<file path="src/rtl/ifu_fetch_stage.sv">
// Instruction-fetch stage: PC generation, single-outstanding imem requests and a
// 2-entry {pc,instr} FIFO feeding the IF/ID register, with EX-redirect flushing.
module ifu_fetch_stage #(
  parameter logic [63:0] RESET_PC  = 64'h8000_0000,
  parameter logic [31:0] NOP_INSTR = 32'h0000_0013
) (
  input  logic        clk,
  input  logic        rst_n,
  output logic        imem_req_valid,
  input  logic        imem_req_ready,
  output logic [63:0] imem_req_addr,
  input  logic        imem_resp_valid,
  input  logic [31:0] imem_resp_data,
  input  logic        stall_i,
  input  logic        redirect_valid,
  input  logic [63:0] redirect_pc,
  output logic [63:0] pc_o,
  output logic [31:0] instr_o,
  output logic        ena_o,
  output logic        time_set_o,
  output logic        flush_o,
  output logic        flush_dly_o
);
  typedef enum logic [1:0] {FETCH, WAIT_RESP, DRAIN} state_t;

  state_t      state_q, state_d;
  logic        started_q;
  logic [63:0] pc_q;
  logic [63:0] req_pc_q;
  logic [63:0] last_pc_q;
  logic [63:0] fifo_pc    [2];
  logic [31:0] fifo_instr [2];
  logic        rd_ptr_q, wr_ptr_q;
  logic [1:0]  count_q;
  logic        popped_q;
  logic        req_fire, push, pop;

  // No response is ever owed in FETCH, so FIFO occupancy alone gates the request
  assign imem_req_valid = started_q && (state_q == FETCH) && (count_q != 2'd2);
  assign imem_req_addr  = pc_q;
  assign req_fire       = imem_req_valid && imem_req_ready;
  assign push           = (state_q == WAIT_RESP) && imem_resp_valid && !redirect_valid;
  assign pop            = ena_o && !stall_i && !redirect_valid;

  assign ena_o   = (count_q != 2'd0);
  assign pc_o    = ena_o ? fifo_pc[rd_ptr_q] : last_pc_q;
  assign instr_o = ena_o ? fifo_instr[rd_ptr_q] : NOP_INSTR;

  always_comb begin
    state_d = state_q;
    case (state_q)
      FETCH:     if (req_fire)        state_d = WAIT_RESP;
      WAIT_RESP: if (imem_resp_valid) state_d = FETCH;
      DRAIN:     if (imem_resp_valid) state_d = FETCH;
      default:   state_d = FETCH;
    endcase
    // A redirect only needs DRAIN while a response is still owed after this edge
    if (redirect_valid) begin
      if (state_q == FETCH) state_d = req_fire ? DRAIN : FETCH;
      else                  state_d = imem_resp_valid ? FETCH : DRAIN;
    end
  end

  always_ff @(posedge clk or negedge rst_n) begin
    if (!rst_n) begin
      state_q     <= FETCH;
      started_q   <= 1'b0;
      pc_q        <= RESET_PC;
      req_pc_q    <= RESET_PC;
      last_pc_q   <= RESET_PC;
      rd_ptr_q    <= 1'b0;
      wr_ptr_q    <= 1'b0;
      count_q     <= 2'd0;
      popped_q    <= 1'b0;
      time_set_o  <= 1'b0;
      flush_o     <= 1'b0;
      flush_dly_o <= 1'b0;
    end else begin
      state_q     <= state_d;
      started_q   <= 1'b1;
      flush_o     <= redirect_valid;
      flush_dly_o <= flush_o;
      time_set_o  <= pop && !popped_q;
      if (pop) popped_q <= 1'b1;
      if (req_fire) req_pc_q <= pc_q;
      if (redirect_valid) begin
        pc_q     <= redirect_pc;
        rd_ptr_q <= 1'b0;
        wr_ptr_q <= 1'b0;
        count_q  <= 2'd0;
      end else begin
        if (req_fire) pc_q <= pc_q + 64'd4;
        if (push) wr_ptr_q <= ~wr_ptr_q;
        if (pop) begin
          rd_ptr_q  <= ~rd_ptr_q;
          last_pc_q <= fifo_pc[rd_ptr_q];
        end
        count_q <= count_q + {1'b0, push} - {1'b0, pop};
      end
    end
  end

  always_ff @(posedge clk) begin
    if (push) begin
      fifo_pc[wr_ptr_q]    <= req_pc_q;
      fifo_instr[wr_ptr_q] <= imem_resp_data;
    end
  end

endmodule

</file>
<file path="config.mk">
export PLATFORM = sky130hd
export DESIGN_NAME = ifu_fetch_stage
export DESIGN_NICKNAME = d
export VERILOG_FILES = /design/src/rtl/ifu_fetch_stage.sv
export SDC_FILE = /design/constraint.sdc
export NUM_CORES = 1
export LEC_CHECK = 0
export ABC_CLOCK_PERIOD_IN_PS = 16850
export CORE_MARGIN = 5
export CORE_UTILIZATION = 45
export CTS_CLUSTER_DIAMETER = 100
export DETAILED_ROUTE_END_ITERATION = 8
export PLACE_DENSITY = 0.73
export SYNTH_ARGS = -nofsm -noshare
export SYNTH_HDL_FRONTEND = slang
export SYNTH_SLANG_ARGS = --single-unit
</file>
<file path="constraint.sdc">
create_clock -name clk -period 16.85 [get_ports clk]
set_clock_uncertainty 0.05 [all_clocks]
set_input_delay 3.37 -clock clk [delete_from_list [all_inputs] [get_ports clk]]
set_output_delay 3.37 -clock clk [all_outputs]
set_load 0.01 [all_outputs]
</file>
# After elaboration in Yosys (flattened, before gate mapping)
# Memories as Yosys holds them, arrays and structs flattened.
# Cells that the tools add are included.
word_totals:
  reg_bits: 203
  ram_bits: 192
  in_bits: 102
  out_inout_bits: 165
  wordCells: 62
  memories: 2
mem_list:
  columns: ["name", "words", "width", "read_ports", "rd_ports_with_merged_regs", "wr", "line", "rtl"]
  rows:
  - ["fifo_pc", 2, 64, 1, 0, 1, "31", "logic [63:0] fifo_pc [2];"]
  - ["fifo_instr", 2, 32, 1, 0, 1, "32", "logic [31:0] fifo_instr [2];"]
classes:
  add_sub_neg: 3
  eq_ne: 5
  n_mux: 18
  bitwise_logic: 3
  reduce_logical: 19
op_table:
  columns: ["cell", "count"]
  rows:
  - ["two-way mux 64 bit", 3]
  - ["adder 64 x 3 -> 64 bit, second input constant", 1]
  - ["two-way mux 32 bit", 1]
  - ["two-way mux 2 bit", 7]
  - ["logical AND 1 bit", 8]
  - ["nonzero test 2 bit", 4]
  - ["two-way mux 1 bit", 6]
  - ["one-hot mux 2 bit (2 select lines)", 1]
  - ["AND reduction 2 bit", 2]
  - ["logical NOT 1 bit", 3]
  - ["!= test 3 x 1 -> 1 bit, second input constant", 1]
  - ["!= test 3 bit, second input constant", 1]
  - ["inverter 1 bit", 3]
  - ["adder 2 x 1 -> 2 bit", 1]
  - ["== test 2 x 1 -> 1 bit, second input constant", 1]
  - ["== test 2 bit, second input constant", 1]
  - ["logical NOT 2 bit", 1]
  - ["!= test 2 bit, second input constant", 1]
  - ["OR reduction 2 bit", 1]
  - ["subtractor 2 x 1 -> 2 bit", 1]

# Longest topological paths before layout
# Gate-level depths: netlist of run 1.
depth:
  word_depth: 7
  depth_mapped: 10

# Least setup slack after synthesis of run 1
# OpenSTA, ideal clock, no wires.
synth_timing:
  path_kind: "input -> register"
  from: "input port redirect_valid"
  to: "memory fifo_instr[0][0] (enable)"
  setup_ns: 0.552
  t_arrival_ns: 7.848
  t_required_ns: 16.248
  slack_ns: 8.400
  cell_stages: 4
  n_path_buf: 1
  cell_sequence: "clkbuf_1 inv_2 nand3_1 nor2_1"
synth_between:
  elab_chain_len: 4
synth_rtl:
  columns: ["element", "line", "rtl"]
  rows:
  - ["start, declared", "15", "input logic redirect_valid,"]
  - ["logical NOT 1 bit", "42", "assign push = (state_q == WAIT_RESP) && imem_resp_valid && !redirect_valid;"]
  - ["logical AND 1 bit", "42", null]
  - ["two-way mux 1 bit", "104", "if (push) begin"]
  - ["two-way mux 1 bit (implied by the code)", "106", "fifo_instr[wr_ptr_q] <= imem_resp_data;"]
  - ["end, declared", "32", null]
# No other way between the ends.

# Worst setup path in the final report of run 1
layout_timing:
  from: "register count_q[0]"
  to: "output port pc_o[35]"
layout_between:
  elab_chain_len: 2
layout_rtl:
  columns: ["element", "line", "rtl"]
  rows:
  - ["start, declared", "34", "logic [1:0] count_q;"]
  - ["start signal, assigned", "98", "count_q <= count_q + {1'b0, push} - {1'b0, pop};"]
  - ["nonzero test 2 bit", "45", "assign ena_o = (count_q != 2'd0);"]
  - ["two-way mux 64 bit", "46", "assign pc_o = ena_o ? fifo_pc[rd_ptr_q] : last_pc_q;"]
  - ["end, declared", "17", "output logic [63:0] pc_o,"]
# No other way between the ends.

==> summary.txt, run 1 <==
Timing
  • Slew of the pin with the lowest slew margin: 1050 ps
  • Slew HR: 0.300
  • Max Slew Vio Count: 0
  • Fmax achieved: 0.146 GHz
  • Final Hold Viols: 0
  • RSZ-0062 raised after global routing: false
  • Total Neg Setup Slack: 0 ps
  • Crit share post-route: 0.406
  • Hold Slack: 338 ps
  • Final setup fails: 0
  • Tmin final: 6840 ps
  • Final WS setup: roughly 10,000 ps

Worst setup path
  • Worst path bufs/invs: 4
  • Crit path max-delay family: buffers and inverters
  • Slowest cell delay on critical path: 680 ps
  • Worst Path Max Fanout: 70
  • Crit. End Element: primary output
  • Arrival time worst endpoint: 3420 ps
  • Setup CP Type: reg2out
  • CP Launch Type: flip-flop
  • Most used cell, CP: buf_4
  • Data required, critical path: ~13,000 ps
  • Critical Path, Cell by Cell: nor2_2 -> buf_4 -> inv_4 -> buf_4 -> nor2_1 -> a21oi_1 -> clkdlybuf4s50_1
  • Slowest cell on the critical path: buf_4

Clock network
  • Num CTS Buffers: 41
  • CTS hold repair buffers: 0
  • Worst-path clk slew: 60 ps
  • Maximum root-to-sink buffer count: 3
  • Post-CTS Setup Inserts: 0
  • Sink Count: between 300 and 400
  • H-tree depth: 2
  • Resized cells post-CTS: 0
  • CTS tree: yes
  • Clock tree root driver cell: clkbuf_16
  • Clk Latency, worst-skew pair: approximately 530 ps

Global routing
  • Total global routing overflow: 0
  • Initial antenna violation count: 2
  • First-pass GRT wire length: 67,100 um
  • Number of global-route vias before repair: approximately 12,000
  • Largest net degree at the start of global routing: 83
  • GRT Overall Usage: 0.207

Routing
  • Post-Route WL: around 43,000 um
  • WL per Instance: between 15 and 20 um
  • Detailed-route via count: approximately 12,000
  • Antenna-violating nets left: 0
  • Residual DRC count: 0
  • Number of vias per cell: about 5.4
  • 1st-pass router iterations: 5
  • Initial DRC Count: 716

Run
  • # Max-Cap Violations: 0

Logic synthesis
  • Synth top area cells: edfxtp_1 (35%), dfrtp_1 (30%), nand2_1 (6.0%)
  • Cell area after synthesis: around 0.016 mm2
  • EDFF count, synth: ~190
  • Seq cells post-synth: around 400
  • Synth top area share: 0.351
  • Post-synth net total: 1,525
  • Ys flop type: dfrtp_1
  • Area leader, netlist: edfxtp_1
  • Register area share after synthesis: 0.660
  • Yosys Warn Count: 0
  • Post-synthesis async set-or-reset flop share: 0.514
  • Syn Inst Count: 1,418
  • Cell variety after synth: 55
  • Syn avg cell area: around 12 um2

Layout
  • Most frequent cells in the layout: clkdlybuf4s50_1 (264), nand2_1 (262), dfrtp_1 (199), edfxtp_1 (192), nor2_1 (176)
  • Fin nets: roughly 1,800
  • Layout cell share with drive strength beyond 1: 0.0724
  • Design Area, Final: 0.0209 mm2
  • Area delta synth->final: 27.4%
  • Final Non-Filler Cells: around 2,200
  • Leading cell type in the layout, fill and taps excluded: clkdlybuf4s50_1

Die
  • Row count: 70
  • Starting Density: 0.452
  • Die Span X: about 200 um
  • IO Pins: between 200 and 300
  • Die Y: just over 200 um
  • DIE AREA: 0.0404 mm2
  • Core area: between 0.03 and 0.04 mm2

Placement
  • DP Worst Slack: roughly 10,000 ps
  • I/O Buffers: around 270
  • Hpwl dp: around 28,000 um
  • Placed cell count: 2,091
  • Routability cong.: 0.808
  • Placed inst area: 0.0195 mm2

Min path
  • Worst min-delay path category: reg2reg

Power
  • Maximum vdd drop: about 0.07 mV
  • PD cells: between 100 and 150 mW/mm2
  • Static leakage: 7.95 nW

Status
  • Status: finished clean
==> synth_stat cells, types with 9 or more instances <==
library cell / count
nand4_1: 24
edfxtp_1: 192
dfrtp_1: 200
nor2_1: 179
xnor2_1: 27
o21ai_0: 53
mux2_2: 9
a21oi_1: 130
xor2_1: 30
nand3_1: 26
and3_1: 14
nand2_1: 262
mux2i_1: 97
clkbuf_1: 62
nor3_1: 15
==> registers in the layout, summed over array words and instances, names as in the netlist <==
signal / cells
flush_o: 1
last_pc_q: 64
fifo_pc: 128
imem_req_addr: 64
wr_ptr_q: 1
req_pc_q: 64
count_q: 2
state_q: 2
popped_q: 1
time_set_o: 1
fifo_instr: 64
started_q: 1
flush_dly_o: 1
rd_ptr_q: 1
==> cells by family after synthesis <==
logic type      synth area share
flops                      0.660
fa+ha+maj                0.00381
buf+inv                   0.0203
other cells             0.000228
compound gates            0.0638
simple gates               0.156
xor+xnor                  0.0304
mux                       0.0653
==> final cells by class <==
class,count,area (um2)
Fill cell,2984,15400
Clock inverter,19,235
Timing Repair Buffer,281,2780
Clock buffer,57,1160
Tap cell,468,586
Antenna cell,1,2.50
Sequential cell,395,10900
Inverter,8,32.5
Multi-Input combinational cell,939,5290
==> worst paths after layout <==
check | startpoint | endpoint | slack [ps] | depth (start not counted)
hold / removal | flush_o | flush_dly_o | 340 | 0
min in group asynchronous | rst_n | last_pc_q[47] | 2720 | 1
setup reg to reg | state_q[1] | imem_req_addr[51] | 13830 | 8
hold reg to reg | flush_o | flush_dly_o | 340 | 0
setup / recovery | count_q[0] | pc_o[35] | 10010 | 7
max in group asynchronous | rst_n | req_pc_q[16] | 11810 | 3
==> power breakdown <==
group | switching (mW) | internal (mW)
Sequential | 0.118 | 1.20
Combinational | 0.316 | 0.327
Clock | 0.367 | 0.560
Total | 0.801 | 2.09
==> through the flow <==
stage,power [mW],util
after floorplan,1.63,-
after global placement,1.95,0.538
after detailed placement,1.98,0.538
after CTS,2.92,0.576
after global routing,3.04,0.576
final,2.89,0.576
==> layer usage <==
layer,global-route usage,vias to the layer above,routed length [um]
met3,0.0400,74,2710
met5,0,-,14
li1,-,5433,-
met1,0.280,5751,18300
met4,0.0600,2,1090
met2,0.344,406,20800
(Power assumes the default switching activity.)
==> inputs of run 2 (changes only) <==
--- a/config.mk
+++ b/config.mk
@@ -5,7 +5,7 @@
 export SDC_FILE = /design/constraint.sdc
 export NUM_CORES = 1
 export LEC_CHECK = 0
-export ABC_CLOCK_PERIOD_IN_PS = 16850
+export ABC_CLOCK_PERIOD_IN_PS = 6850
 export CORE_MARGIN = 5
 export CORE_UTILIZATION = 45
 export CTS_CLUSTER_DIAMETER = 100
==> constraint.sdc (replaced) <==
create_clock -name clk -period 6.85 [get_ports clk]
set_clock_uncertainty 0.05 [all_clocks]
set_input_delay 1.37 -clock clk [delete_from_list [all_inputs] [get_ports clk]]
set_output_delay 1.37 -clock clk [all_outputs]
set_load 0.01 [all_outputs]
==> run 2 against run 1 <==
Count of clock-buffer cells in the layout down 2. Sequential power up 150%. Flip-flop and latch count unchanged. Via count down 0.32%. First-iteration DRC count down 4.5%. Combinational power up 140%. Non-clock buffer count down 1. Power up 150%. Largest power group unchanged. Highest routed layer unchanged.
==> summary.txt, run 2 (synthesized netlist as in run 1, its figures left out) <==
Die
  • IO Pins: 267 (unchanged)
  • Core area: 0.0363 mm2 (unchanged)
  • Die Span X: 201 um (unchanged)
  • Starting Density: 0.452 (unchanged)
  • Die Y: 201 um (unchanged)
  • DIE AREA: 0.0404 mm2 (unchanged)
  • Row count: 70 (unchanged)

Layout
  • Layout cell share with drive strength beyond 1: 0.0712 (-0.00122)
  • Layout fillers: 2,988 (+0.13%)
  • Leading cell type in the layout, fill and taps excluded: clkdlybuf4s50_1
  • Area delta synth->final: 27.5% (about the same)
  • Register area: 0.0109 mm2 (unchanged)
  • Multi-input gate area: 0.00529 mm2 (unchanged)
  • ANT cells: 0 (-1)
  • Most frequent cells in the layout: clkdlybuf4s50_1 (264), nand2_1 (262), dfrtp_1 (199), edfxtp_1 (192), nor2_1 (176)
  • Max reg flops: 128 (unchanged)
  • Final Non-Filler Cells: 2,168 (unchanged)
  • Biggest register: fifo_pc
  • Fin nets: 1,773 (unchanged)

Min path
  • Hold Startpoint: flush_o
  • Worst min-delay path category: reg2reg

Clock network
  • Resized cells post-CTS: 0 (unchanged)
  • H-tree depth: 2 (unchanged)
  • Clk Latency, worst-skew pair: 530 ps (about the same)
  • CTS hold repair buffers: 0 (unchanged)
  • Post-CTS Setup Inserts: 0 (unchanged)
  • Clock tree root driver cell: clkbuf_16
  • Maximum root-to-sink buffer count: 3 (unchanged)
  • Sink Count: 395 (unchanged)
  • CTS tree: yes
  • Worst-path clk slew: 60 ps (about the same)
  • Num CTS Buffers: 42 (+2.4%)

Routing
  • 1st-pass router iterations: 5 (unchanged)
  • Number of vias per cell: 5.36 (-0.32%)
  • Detailed-route via count: 11,600 (-0.32%)
  • Post-Route WL: 41,400 um (-3.5%)
  • Residual DRC count: 0 (unchanged)
  • Initial DRC Count: 684 (-4.5%)
  • WL per Instance: 19.1 um (-3.5%)
  • Antenna-violating nets left: 0 (unchanged)

Global routing
  • GRT Overall Usage: 0.203 (-0.00416)
  • Largest net degree at the start of global routing: 140 (+69%)
  • Number of global-route vias before repair: 11,600 (-2.2%)
  • Grt met3 use: 0.0414 (+0.00145)
  • M1 GR Usage: 0.278 (-0.00128)
  • First-pass GRT wire length: 66,400 um (-1.1%)
  • GR Util met2: 0.337 (-0.00775)
  • GRT busiest layer: met2
  • Total global routing overflow: 0 (unchanged)
  • Initial antenna violation count: 2 (unchanged)

Worst setup path
  • Slowest cell on the critical path: buf_4
  • Most used cell, CP: buf_4
  • Crit path launch: count_q[0]
  • Slowest cell delay on critical path: 610 ps (-70 ps)
  • Data required, critical path: 5430 ps (-8000 ps)
  • Critical Path, Cell by Cell: nor2_2 -> buf_4 -> inv_4 -> buf_4 -> nor2_1 -> a21oi_1 -> clkdlybuf4s50_1
  • Crit. End Element: primary output
  • Worst Path Max Fanout: 67 (-4.3%)
  • Arrival time worst endpoint: 3300 ps (-120 ps)
  • Reg-to-reg startpoint: state_q[0]
  • CP Launch Type: flip-flop
  • Setup CP Type: reg2out

Timing
  • Tmin final: ~4700 ps
  • RSZ-0062 raised after global routing: false
  • Total Neg Setup Slack: 0 ps (unchanged)
  • Crit share post-route: 0.689
  • Max Slew Vio Count: 0 (unchanged)
  • Slew of the pin with the lowest slew margin: 859 ps (-190 ps)
  • Fmax achieved: 0.212 GHz
  • Final setup fails: 0 (unchanged)
  • Slew HR: 0.422 (+0.122)
  • Final Hold Viols: 0 (unchanged)

Run
  • # Max-Cap Violations: 0 (unchanged)

Placement
  • I/O Buffers: 266 (unchanged)
  • Routability cong.: 0.824 (+1.9%)
  • Hpwl dp: 28,300 um (about the same)
  • Placed cell count: 2,090 (-0.048%)

Power
  • PD cells: 338 mW/mm2 (+150%)
  • Maximum vdd drop: 0.189 mV (+170%)
  • Static leakage: 7.98 nW (+0.31%)

Status
  • Status: finished clean
-- run 2: changes by cell type in the layout (fill, tap and decap cells not counted), sizes merged --
cell,change
diode,-1
bufinv,-1
clkbuf,-2
clkinvlp,-4
buf,-1
clkinv,+9
-- run 2: worst paths after layout --
| kind | end | slack [ps] | cells past startpoint |
|---|---|---|---|
| setup / recovery | pc_o[43] | 2130 | 7 |
| hold / removal | flush_dly_o | 330 | 0 |
| setup reg to reg | imem_req_addr[51] | 3670 | 8 |
| hold reg to reg | flush_dly_o | 330 | 0 |
| max in group asynchronous | imem_req_addr[13] | 4800 | 2 |
| min in group asynchronous | last_pc_q[50] | 720 | 1 |
-- run 2: power breakdown --
group | switching, mW | leakage [nW] | internal (mW)
sequential | 0.287 | 4.20 | 2.96
combinational | 0.758 | 3.09 | 0.804
clock | 0.903 | 0.695 | 1.38
total | 1.95 | 7.98 | 5.14
-- run 2: through the flow --
step                      power (mW)  worst slack (ps)  instance area, um2   util  hold slack [ps]
after floorplan                 4.00               400               16400      -              351
after global placement          4.80              2740               19500  0.538              307
after detailed placement        4.86              2680               19500  0.538              311
after CTS                       7.16              2090               21000  0.576              329
after global routing            7.45              1880               21000  0.576              353
final                           7.09              2130               21000  0.576              325
-- run 2: layout make-up --
type | instances | share of cell area
tap | 468 | 0.0279
multi-input combinational | 939 | 0.253
sequential | 395 | 0.518
inverter | 8 | 0.00155
timing repair buffer | 280 | 0.133
clock inverter | 23 | 0.0103
clock buffer | 55 | 0.0570
-- run 2: metal layers --
layer / share of wire / wire length [um]
met5: 0.00063 / 26
met4: 0.020 / 837
met3: 0.065 / 2680
met2: 0.49 / 20400
met1: 0.42 / 17500
-- run 2: critical path, delay by kind of cell, from the launching register on --
family / cells / cell delay [ps]
compound gates: 1 / 150
buf+inv: 4 / 1940
flops: 1 / 490
simple gates: 2 / 140
==> inputs of run 3 (changes only) <==
--- a/config.mk
+++ b/config.mk
@@ -5,12 +5,12 @@
 export SDC_FILE = /design/constraint.sdc
 export NUM_CORES = 1
 export LEC_CHECK = 0
-export ABC_CLOCK_PERIOD_IN_PS = 6850
+export ABC_CLOCK_PERIOD_IN_PS = 3850
 export CORE_MARGIN = 5
 export CORE_UTILIZATION = 45
 export CTS_CLUSTER_DIAMETER = 100
 export DETAILED_ROUTE_END_ITERATION = 8
-export PLACE_DENSITY = 0.73
+export PLACE_DENSITY = 0.76
 export SYNTH_ARGS = -nofsm -noshare
 export SYNTH_HDL_FRONTEND = slang
 export SYNTH_SLANG_ARGS = --single-unit
==> constraint.sdc (replaced) <==
create_clock -name clk -period 3.85 [get_ports clk]
set_clock_uncertainty 0.05 [all_clocks]
set_input_delay 0.77 -clock clk [delete_from_list [all_inputs] [get_ports clk]]
set_output_delay 0.77 -clock clk [all_outputs]
set_load 0.01 [all_outputs]
==> run 3 against run 2 <==
Via count is 0.30% higher. Final cell count is 0.32% higher. Global-route usage is 0.27 points higher. Highest routed layer unchanged. Wire length is 2.5% higher. Hold slack worse by 160 ps. Worst setup slack worse by 2000 ps. Non-clock buffer count is 7 higher. Power is 76% higher. Critical endpoint is now pc_o[40]. Final area is 0.23% higher. Largest power group unchanged. Count of clock-buffer cells in the layout is 12 higher.
==> summary.txt, run 3 (synthesized netlist as in run 1, its figures left out) <==
Layout
  • Layout cell share with drive strength beyond 1: 0.0726 (+0.00147)
  • Max reg flops: 128 (unchanged)
  • Design Area, Final: 0.0210 mm2 (+0.23%)
  • Fin nets: 1,780 (+0.39%)
  • Area delta synth->final: 27.8%
  • Leading cell type in the layout, fill and taps excluded: clkdlybuf4s50_1
  • Biggest register: fifo_pc
  • Layout fillers: 2,916 (-2.4%)
  • Most frequent cells in the layout: clkdlybuf4s50_1 (264), nand2_1 (262), dfrtp_1 (199), edfxtp_1 (192), nor2_1 (176)
  • ANT cells: 0 (unchanged)

Routing
  • Post-Route WL: 42,400 um (+2.5%)
  • Residual DRC count: 0 (unchanged)
  • Detailed-route via count: 11,700 (+0.30%)
  • Antenna-violating nets left: 0 (unchanged)
  • Initial DRC Count: 827 (+21%)
  • WL per Instance: 19.5 um (+2.2%)
  • Number of vias per cell: 5.36 (about the same)
  • 1st-pass router iterations: 5 (unchanged)

Clock network
  • Sink Count: 395 (unchanged)
  • Worst-path clk slew: 60 ps (about the same)
  • CTS tree: yes
  • Clock tree root driver cell: clkbuf_16
  • Clk Latency, worst-skew pair: 540 ps (about the same)
  • Num CTS Buffers: 42 (unchanged)
  • Maximum root-to-sink buffer count: 3 (unchanged)
  • H-tree depth: 2 (unchanged)
  • CTS hold repair buffers: 0 (unchanged)

Worst setup path
  • Crit path max-delay family: flip-flops
  • Worst R2R Setup Slack: 1140 ps (-2530 ps)
  • Worst Path Max Fanout: 45 (-33%)
  • Slowest cell on the critical path: dfrtp_4
  • Reg-to-reg startpoint: imem_req_addr[5]
  • Setup CP Type: reg2out
  • FF-to-FF path depth: 6 (-2)
  • Slowest cell delay on critical path: 870 ps (+260 ps)
  • Arrival time worst endpoint: 2860 ps (-440 ps)
  • Data required, critical path: 3030 ps (-2400 ps)
  • CP Launch Type: flip-flop
  • Critical Path, Cell by Cell: buf_12 -> mux2i_1 -> a21oi_1 -> clkdlybuf4s50_1
  • Worst path bufs/invs: 2 (-2)
  • Crit. End Element: primary output
  • Reg2reg end: imem_req_addr[60]

Die
  • DIE AREA: 0.0404 mm2 (unchanged)
  • IO Pins: 267 (unchanged)
  • Die Y: 201 um (unchanged)
  • Row count: 70 (unchanged)
  • Starting Density: 0.452 (unchanged)
  • Core area: 0.0363 mm2 (unchanged)
  • Die Span X: 201 um (unchanged)

Timing
  • RSZ-0062 raised after global routing: false
  • Tmin final: approximately 3700 ps
  • Final Hold Viols: 0 (unchanged)
  • Crit share post-route: 0.957
  • Slew HR: 0.451 (+0.0291)
  • Final setup fails: 0 (unchanged)
  • Fmax achieved: approximately 0.27 GHz
  • Slew of the pin with the lowest slew margin: 816 ps (-43.2 ps)
  • Max Slew Vio Count: 0 (unchanged)
  • Total Neg Setup Slack: 0 ps (unchanged)
  • Final WS setup: 166 ps (-1960 ps)

Global routing
  • GRT Overall Usage: 0.206 (+0.00267)
  • Number of global-route vias before repair: 11,800 (+2.1%)
  • Largest net degree at the start of global routing: 130 (-7.1%)
  • First-pass GRT wire length: 66,600 um (+0.37%)
  • Initial antenna violation count: 2 (unchanged)
  • Total global routing overflow: 0 (unchanged)

Status
  • Status: finished clean

Power
  • PD cells: 594 mW/mm2 (+76%)
  • Maximum vdd drop: 0.399 mV (+110%)
  • Static leakage: 7.99 nW (+0.15%)

Placement
  • Routability cong.: 0.833 (+1.0%)
  • Hpwl dp: 28,000 um (-1.2%)
  • DP Worst Slack: 717 ps (-1970 ps)
  • Placed inst area: 0.0197 mm2 (+0.65%)
  • I/O Buffers: 266 (unchanged)

Min path
  • Worst min-delay path category: in2async

Run
  • # Max-Cap Violations: 0 (unchanged)
==> run 3: cell type report <==
class,count,area [um2],area share
inverter,8,35.0,0.00167
tap,468,586,0.0279
multi-input combinational,939,5290,0.252
clock buffer,67,1280,0.0609
clock inverter,11,48.8,0.00232
sequential,395,10900,0.517
timing repair buffer,287,2910,0.139
==> run 3: worst max-delay path by stage <==
stage,start,end,slack (ps),cells past startpoint
after floorplan,redirect_valid,fifo_instr[0][0],-410,4
after global placement,imem_req_ready,imem_req_addr[45],710,6
after detailed placement,imem_req_ready,imem_req_addr[45],720,6
after CTS,count_q[0],pc_o[36],130,6
after global routing,rd_ptr_q,pc_o[50],60,4
final,rd_ptr_q,pc_o[40],170,4
==> run 3: per-layer routing <==
metal	vias up	track usage	part of all wire
met2	431	0.339	0.49
met4	4	0.0669	0.030
met3	87	0.0384	0.061
met5	-	0	0.00080
li1	5445	-	-
met1	5697	0.278	0.42
==> run 3: repair_timing <==
| item | in CTS | in global routing |
|---|---|---|
| setup buffers | 0 | 0 |
| setup endpoints to repair | 0 | 6 |
| resized for setup | 0 | 1 |
==> run 3: worst reg2reg max path, delay by kind of cell (launching register included) <==
family	cells	cell delay, ps
simple gates	6	2120
flops	1	460
==> run 3: per-stage QoR <==
stage	total power [mW]	utilization	hold WS [ps]	cells
after CTS	12.6	0.578	198	2175
final	12.5	0.578	167	2175
after global routing	13.1	0.578	218	2175
after floorplan	7.11	-	351	1418
after global placement	8.56	0.541	315	2097
after detailed placement	8.70	0.541	319	2097
==> run 3: where the power goes <==
group	switching [mW]	internal (mW)
combinational	1.39	1.45
clock	1.59	2.27
sequential	0.521	5.26
